==> src/rtl/powlib_cntrchk.sv <==
// Sequence checker for counter streams: verifies each valid sample equals the
// previous one plus a fixed step (mod 2^W), reporting err pulse, sticky flag and saturating count.
module powlib_cntrchk #(
  parameter int W    = 8,
  parameter int X    = 1,
  parameter int INIT = 0,
  parameter bit ELD  = 1'b1,
  parameter bit EAS  = 1'b1,
  parameter int ECW  = 8
) (
  input  logic           clk,
  input  logic           rst,
  input  logic [W-1:0]   in,
  input  logic           vld,
  input  logic           ld,
  input  logic [W-1:0]   nval,
  input  logic           clr,
  output logic [W-1:0]   exp,
  output logic           lock,
  output logic           err,
  output logic           sticky,
  output logic [ECW-1:0] errcnt
);

  typedef enum logic {SYNC, TRACK} state_t;

  localparam logic [W-1:0]   STEP      = W'(X);
  localparam logic [W-1:0]   INIT_VAL  = W'(INIT);
  localparam logic [ECW-1:0] CNT_MAX   = {ECW{1'b1}};
  localparam state_t         RST_STATE = EAS ? SYNC : TRACK;

  state_t state_q, state_d;
  logic   ld_en;
  logic   mismatch;

  assign ld_en    = ld && ELD;
  // Only a sample taken while tracking can be wrong; the seed sample is trusted.
  assign mismatch = vld && (state_q == TRACK) && (in != exp);

  // NOTE: sequential state uses non-blocking assignments so every register
  // samples pre-edge values, independent of the order of always blocks.
  always_ff @(posedge clk) begin
    if (rst) state_q <= RST_STATE;
    else     state_q <= state_d;
  end

  // NOTE: the default assignment first keeps this block free of inferred latches.
  always_comb begin
    state_d = state_q;
    if (clr)        state_d = RST_STATE;
    else if (ld_en) state_d = TRACK;
    else if (vld)   state_d = TRACK;
  end

  always_comb begin
    lock = (state_q == TRACK);
  end

  // Datapath: expectation, error pulse, sticky flag and saturating counter.
  always_ff @(posedge clk) begin
    if (rst || clr) begin
      exp    <= INIT_VAL;
      err    <= 1'b0;
      sticky <= 1'b0;
      errcnt <= '0;
    end else if (ld_en) begin
      exp <= nval;
      err <= 1'b0;
    end else if (vld) begin
      // Resync on every sample so a single skip costs exactly one error.
      exp <= in + STEP;
      err <= mismatch;
      if (mismatch) begin
        sticky <= 1'b1;
        if (errcnt != CNT_MAX) errcnt <= errcnt + 1'b1;
      end
    end else begin
      err <= 1'b0;
    end
  end

endmodule

==> config.mk <==
export PLATFORM = sky130hd
export DESIGN_NAME = powlib_cntrchk
export DESIGN_NICKNAME = d
export VERILOG_FILES = /design/src/rtl/powlib_cntrchk.sv
export SDC_FILE = /design/constraint.sdc
export NUM_CORES = 1
export LEC_CHECK = 0
export ABC_AREA = 1
export CAP_MARGIN = 10
export CORE_ASPECT_RATIO = 1.25
export CORE_MARGIN = 1.5
export CORE_UTILIZATION = 45
export CTS_CLUSTER_SIZE = 20
export DETAILED_ROUTE_END_ITERATION = 16
export GPL_TIMING_DRIVEN = 0
export PLACE_DENSITY = 0.87
export SYNTH_ARGS = -nofsm -noshare
export SYNTH_HDL_FRONTEND = slang
export SYNTH_SLANG_ARGS = --single-unit
==> constraint.sdc <==
create_clock -name clk -period 1.8 [get_ports clk]
set_input_delay 0.36 -clock clk [delete_from_list [all_inputs] [get_ports clk]]
set_output_delay 0.36 -clock clk [all_outputs]
set_load 0.01 [all_outputs]
* Word-level counts from Yosys, hierarchy flattened *
Index checks and enable logic that the tools add are counted.

operators by class
  add/subtract/negate cells = 2
  $mul = 0
  div/mod/pow operators = 0
  $lt $le $gt $ge = 0
  equality and inequality tests = 2
  shift-type cells = 0
  multiplexer cells = 4
  bitwise logic cells = 2
  reductions and logical operators = 8

operator list
  cell                   number
  $add A8 B1 Y8 const B  2
  $mux W8                2
  $ne A8 B8 Y1           1
  $ne A8 B8 Y1 const B   1
  $reduce_and A4 Y1      1
  $reduce_and A3 Y1      1
  $reduce_or A3 Y1       1
  $logic_and A1 B1 Y1    2
  $mux W1                2
  $not A1 Y1             2
  $reduce_bool A2 Y1     1
  $reduce_or A2 Y1       1
  $logic_or A1 B1 Y1     1

storage, ports and cells
  flip-flop bits (word level) = 19
  latch bits = 0
  bits in writable memories = 0
  ROM bits = 0
  output and inout port bits = 19
  logic and storage cells = 23
  memories kept = 0

* Longest topological paths before layout *
Gate-level depths: netlist of run 1.

  depth in word-level cells = 3
  depth in mapped cells = 10
  mapped depth without buffers = 10

* Worst setup path before layout of run 1 *
Ideal clock, no wire load.

  kind = reg2reg
  start point = register errcnt[0]
  end point = register errcnt[3]
  arrival = 1226 ps
  required time = 1683 ps
  path slack = 456 ps
  cell stages (with the launch flop) = 10
  clock period less this slack = 1344 ps
  cell sequence = dfxtp_1 ha_1 nand3_1 inv_1 nand2_1 inv_1 nor2_1 nand4_1 nand2_1 nor2_1

between the ends
  longest elaborated chain between the ends = 2

RTL lines
  element                                                                line  RTL
  start, declared                                                        22    output logic [ECW-1:0] errcnt
  start signal, assigned                                                 75    if (errcnt != CNT_MAX) errcnt <= errcnt + 1'b1;
  parallel branches: the longest is 2 deep, another holds $add A8 B1 Y8  --

Several ways; the timed one is not identified.
A chain may end at the register's enable or synchronous reset.

* Worst setup path after layout of run 1 *
  start point = register errcnt[2]
  end point = output port errcnt[2]

No word-level cell between the ends.

==> reports/results.ini, run 1 <==
[logic_synthesis]
synth_cell_types = 24
avgSynthCellArea_sq_um = 6.569
synth.largest_area_cell = dfxtp_1
syn-num-nets = 203
synth_top_area_share = 0.3217
synth_area_leaders = dfxtp_1, nand2_1, inv_1, nor2_1, nand3_1
synth-seq-area-share = 0.3217
ys_warn_count = 0
syn-cell-area_sq_um = 1182
synth_cells = 180
synth-seq-cells = 19

[critical_path]
worstPathArrival_ns = 1.35
cp_num_buf_inv = 1
max_stage_delay_ns = 0.58
slowest_stage = clkdlybuf4s50_1
cp.required_ns = 1.44
path_cells = clkdlybuf4s50_1
cp-end-kind = output port
cpLargestDelayFamily = buffers and inverters
crit_fanout = 6
critPathKind = flip-flop to output port
start_kind = flip-flop

[die]
die_h_microns = 60.31
die_area_sq_um = 2946
core_sq_um = 2452
io-pin-count = 40
die_w_microns = 48.85
start_util = 0.4821
row_count = 20

[clock_network]
cts_resized = 0
ctsHtreeMaxLevel = 1
cts_hold_buf = 0
clock_sinks = 19
root_buffer = clkbuf_4
path_clk_slew_ns = 0.11
cts_tree = built
cts_setup_buffers = 0
insertion_delay_ns = 0.30
clock_path_buffers = 2
cts_buffers = 3

[layout]
antenna_cells = 0
utilization = 0.6648
final_cell_mix = nand2_1, clkdlybuf4s50_1, inv_1
areaGrowthSynthToFinish_pct = 37.88
fin_area_sq_um = 1630
drive_gt1_frac = 0.06757
nNetsFinal = 246
layout_commonest_cell = nand2_1
fill_cells = 226

[routing]
initialDrtViolationCount = 38
vias = 1263
viasPerCell = 4.953
route.detailed.drc = 0
routedWlPerCell_microns = 10.49
routed_wl_microns = 2674
ant_nets = 0
first_pass_iters = 4

[grt]
antenna_found_initial = 0
overflow = 0
track_usage = 0.2030
grt_first_pass_wirelength_microns = 4719
grt_pass1_vias = 1220
grt_max_degree = 11

[timing]
worstMarginPinSlew_ns = 0.4397
fin_ws_ns = 0.09036
hold_violations = 0
finalSetupViolCount = 0
fin_skew_ns = 0.004325
post-route-period-util = 0.9498
maxSlewHeadroom = 0.7058
min_period_ns = 1.710
max_freq_ghz = 0.5849
grt_setup_unrepaired = false
drv_slew = 0
whs_ns = 0.3669

[power_and_ir_drop]
power.total_mw = 0.8260
powerDensity_nw_per_um2 = 506.6
leakagePower_nw = 0.7242
peakVddDrop_v = 0.0004300

[job]
cap_viol_max_count = 0

[placed_design]
pre_cts_ws_ns = -0.03036
routabilityCongestion = 0.8131
hpwl_microns = 2101
port_buffers = 38
postPlaceCellArea_sq_um = 1604

[run_status]
outcome = completed

[hold_path]
hold_class = input port to flip-flop

cells by family (layout without fill, tap and decap cells):
logic type,Yosys count,count (layout),synth area share
fa+ha+maj,2,2,0.02116
compound gates,19,19,0.09206
buf+inv,28,70,0.09841
flops,19,19,0.3217
xor+xnor,7,7,0.05185
simple gates,105,105,0.4148
through the flow:
stage	TNS, ns	instances
after floorplan	0	180
after detailed placement	-0.08360	251
after global routing	0	255
final	0	255
after CTS	0	255
after global placement	0	251
worst register-to-register path: cells and delay by family, from the launching register on:
kind | cells | cell delay [ns]
adders and majority gates | 1 | 0.25
and+or+nand+nor | 7 | 0.62
DFF | 1 | 0.36
buffers and inverters | 2 | 0.14
cell usage after synthesis:
cell / number
nor2_8: 2
nand3_2: 1
nor3_1: 1
nor2_2: 4
o21ai_1: 1
dfxtp_1: 19
a22oi_1: 4
inv_1: 25
buf_2: 1
nand4_1: 4
nor2_1: 23
nand3b_1: 1
nand2_4: 1
o21ai_0: 4
inv_4: 1
nand3_4: 1
a31oi_1: 3
nand2_1: 58
buf_6: 1
nand3_1: 9
xor2_1: 2
xnor2_1: 5
a21oi_1: 7
ha_1: 2
state kept, by name, summed over array words and instances (netlist names):
signal / cells
errcnt: 8
exp: 8
err: 1
lock: 1
sticky: 1
power by group:
group	internal, mW	leakage, nW	switching (mW)
Clock	0.0865	0.0150	0.134
Sequential	0.430	0.154	0.00910
Combinational	0.0878	0.555	0.0783
Total	0.605	0.724	0.221
area by class of cell:
type	instances	area [sq um]	area share
Timing Repair Buffer	38	380.4	0.2333
Multi-Input combinational cell	133	685.7	0.4206
Sequential cell	19	380.4	0.2333
Inverter	26	100.1	0.06140
Buffer	2	16.27	0.009977
Clock buffer	4	26.28	0.01612
Tap cell	33	41.29	0.02533
per-layer routing:
layer	vias up	track usage	share of wire
met5	-	0	0
met4	0	0.09796	0.019
met3	6	0.03250	0.065
met2	50	0.3757	0.47
met1	554	0.2302	0.45
li1	653	-	-
worst paths after layout:
kind / from / endpoint / slack, ns / depth (start not counted)
max reg2reg: errcnt[0]$_SDFFE_PP0P_ / errcnt[7]$_SDFFE_PP0P_ / 0.37 / 10
max: errcnt[2]$_SDFFE_PP0P_ / errcnt[2] / 0.09 / 1
min: ld / exp[2]$_SDFFE_PP0P_ / 0.37 / 3
min reg2reg: sticky$_SDFFE_PP0P_ / sticky$_SDFFE_PP0P_ / 0.49 / 2
(Power assumes the default switching activity.)
==> run 2, diff against run 1 <==
--- a/config.mk
+++ b/config.mk
@@ -10,7 +10,7 @@
 export CORE_ASPECT_RATIO = 1.25
 export CORE_MARGIN = 1.5
 export CORE_UTILIZATION = 45
-export CTS_CLUSTER_SIZE = 20
+export CTS_CLUSTER_SIZE = 10
 export DETAILED_ROUTE_END_ITERATION = 16
 export GPL_TIMING_DRIVEN = 0
 export PLACE_DENSITY = 0.87
==> constraint.sdc (replaced) <==
create_clock -name clk -period 1.8 [get_ports clk]
set_input_delay 0.54 -clock clk [delete_from_list [all_inputs] [get_ports clk]]
set_output_delay 0.54 -clock clk [all_outputs]
set_load 0.01 [all_outputs]
==> run 2 against run 1 <==
  * Critical path depth unchanged
  * Routed wire length up 3.8%
  * Global-route usage up 0.17 points
  * Clock power about the same
  * Sequential share of layout area up 0.92 points
  * Cell count unchanged
  * Largest power group unchanged
  * Largest cell class unchanged
  * Non-clock buffer count unchanged
  * Register-to-register slack about the same
  * Fmax down 3.0%
  * Cell area up 2.8%
==> reports/results.ini, run 2 (synthesis gave the netlist of run 1 again) <==
[run_status]
outcome = completed

[grt]
grt_first_pass_wirelength_microns = 4761
overflow = 0
antenna_found_initial = 0
grt_max_degree = 11
track_usage = 0.2047
grt_pass1_vias = 1222

[timing]
max_freq_ghz = 0.5674
worstMarginPinSlew_ns = 0.4203
drv_slew = 0
min_period_ns = 1.763
maxSlewHeadroom = 0.7188
hold_violations = 0
grt_setup_unrepaired = false
whs_ns = 0.4879
finalSetupViolCount = 0
fin_skew_ns = 0.005507
post-route-period-util = 0.9792

[clock_network]
root_buffer = clkbuf_4
path_clk_slew_ns = 0.11
ctsHtreeMaxLevel = 1
cts_tree = built
insertion_delay_ns = 0.30
clock_path_buffers = 2
clock_sinks = 19
cts_buffers = 3

[die]
start_util = 0.4821
die_w_microns = 48.85
io-pin-count = 40
row_count = 20
core_sq_um = 2452
die_area_sq_um = 2946
die_h_microns = 60.31

[job]
cap_viol_max_count = 0

[placed_design]
port_buffers = 38
hpwl_microns = 2101
routabilityCongestion = 0.8131

[power_and_ir_drop]
leakagePower_nw = 0.8761
power.total_mw = 0.8229
powerDensity_nw_per_um2 = 490.8
peakVddDrop_v = 0.0003681

[critical_path]
rrSetupSlack_ns = 0.37
r2r_cells = 10
crit_fanout = 5
cpLargestDelayFamily = buffers and inverters
cp-end-kind = output port
cp.required_ns = 1.26
worstPathArrival_ns = 1.22
slowest_stage = clkdlybuf4s50_1
path_cells = clkdlybuf4s50_1
max_stage_delay_ns = 0.54
path_depth = 1
cp_num_buf_inv = 1
rr_endpoint = errcnt[3]$_SDFFE_PP0P_
start_kind = flip-flop
r2r_start = errcnt[0]$_SDFFE_PP0P_
critPathKind = flip-flop to output port

[hold_path]
min_to = sticky$_SDFFE_PP0P_
hold_depth = 2
min_from = sticky$_SDFFE_PP0P_
hold_class = flip-flop to flip-flop

[layout]
drive_gt1_frac = 0.1351
largestRegisters = errcnt: 8 flops, exp: 8 flops
antenna_cells = 0
nNetsFinal = 246
final_cell_mix = nand2_1, clkdlybuf4s50_1, inv_1
areaGrowthSynthToFinish_pct = 41.80
layout_commonest_cell = nand2_1

[routing]
initialDrtViolationCount = 40
routed_wl_microns = 2775
routedWlPerCell_microns = 10.88
vias = 1262
viasPerCell = 4.949
route.detailed.drc = 0
ant_nets = 0
first_pass_iters = 4

==> run 2: per-layer routing <==
metal	part of all wire	global-route usage	up-vias
met3	0.049	0.03250	6
met5	0	0	-
met4	0.018	0.09796	0
li1	-	-	655
met1	0.45	0.2305	557
met2	0.48	0.3816	44
==> run 2: how the worst max path moves through the flow <==
stage                           start                      to  slack [ns]
2_1_floorplan                   in[7]  errcnt[0]$_SDFFE_PP0P_        0.44
3_3_place_gp                    in[6]  errcnt[6]$_SDFFE_PP0P_       -0.16
3_5_place_dp                    in[6]  errcnt[1]$_SDFFE_PP0P_       -0.21
4_1_cts           exp[0]$_SDFFE_PP0P_                  exp[0]       0.003
5_1_grt        errcnt[5]$_SDFFE_PP0P_               errcnt[5]       0.001
6_report       errcnt[5]$_SDFFE_PP0P_               errcnt[5]        0.04
==> run 2: report_power, final <==
group	leakage, nW	switching (mW)	internal, mW
clock	0.0150	0.134	0.0865
sequential	0.162	0.00904	0.427
combinational	0.699	0.0786	0.0870
==> run 2: cell type report <==
type / instances / area [sq um]
multi-input cells: 133 / 685.7
plain buffers: 2 / 16.27
repair buffers: 38 / 400.4
well taps: 33 / 41.29
flip-flops and latches: 19 / 406.6
fillers: 220 / 775.7
inverters: 26 / 100.1
clock buffers: 4 / 26.28
==> run 2: metrics by stage <==
step           cell area, sq um  instances  setup slack, ns    util  setup TNS [ns]
6_report                   1677        255          0.03747  0.6837               0
5_1_grt                    1677        255        0.0009814  0.6837               0
4_1_cts                    1643        255         0.002626  0.6699               0
3_5_place_dp               1604        251          -0.2104  0.6541          -2.320
3_3_place_gp               1604        251          -0.1638  0.6541          -2.023
2_1_floorplan              1182        180           0.4445       -               0
==> run 2: timing repair <==
action | CTS | global route
gates resized for setup | 9 | 17
hold buffers | 0 | 0
buffers inserted | 0 | 0
setup endpoints to repair | 8 | 15
pin swaps | 0 | 0
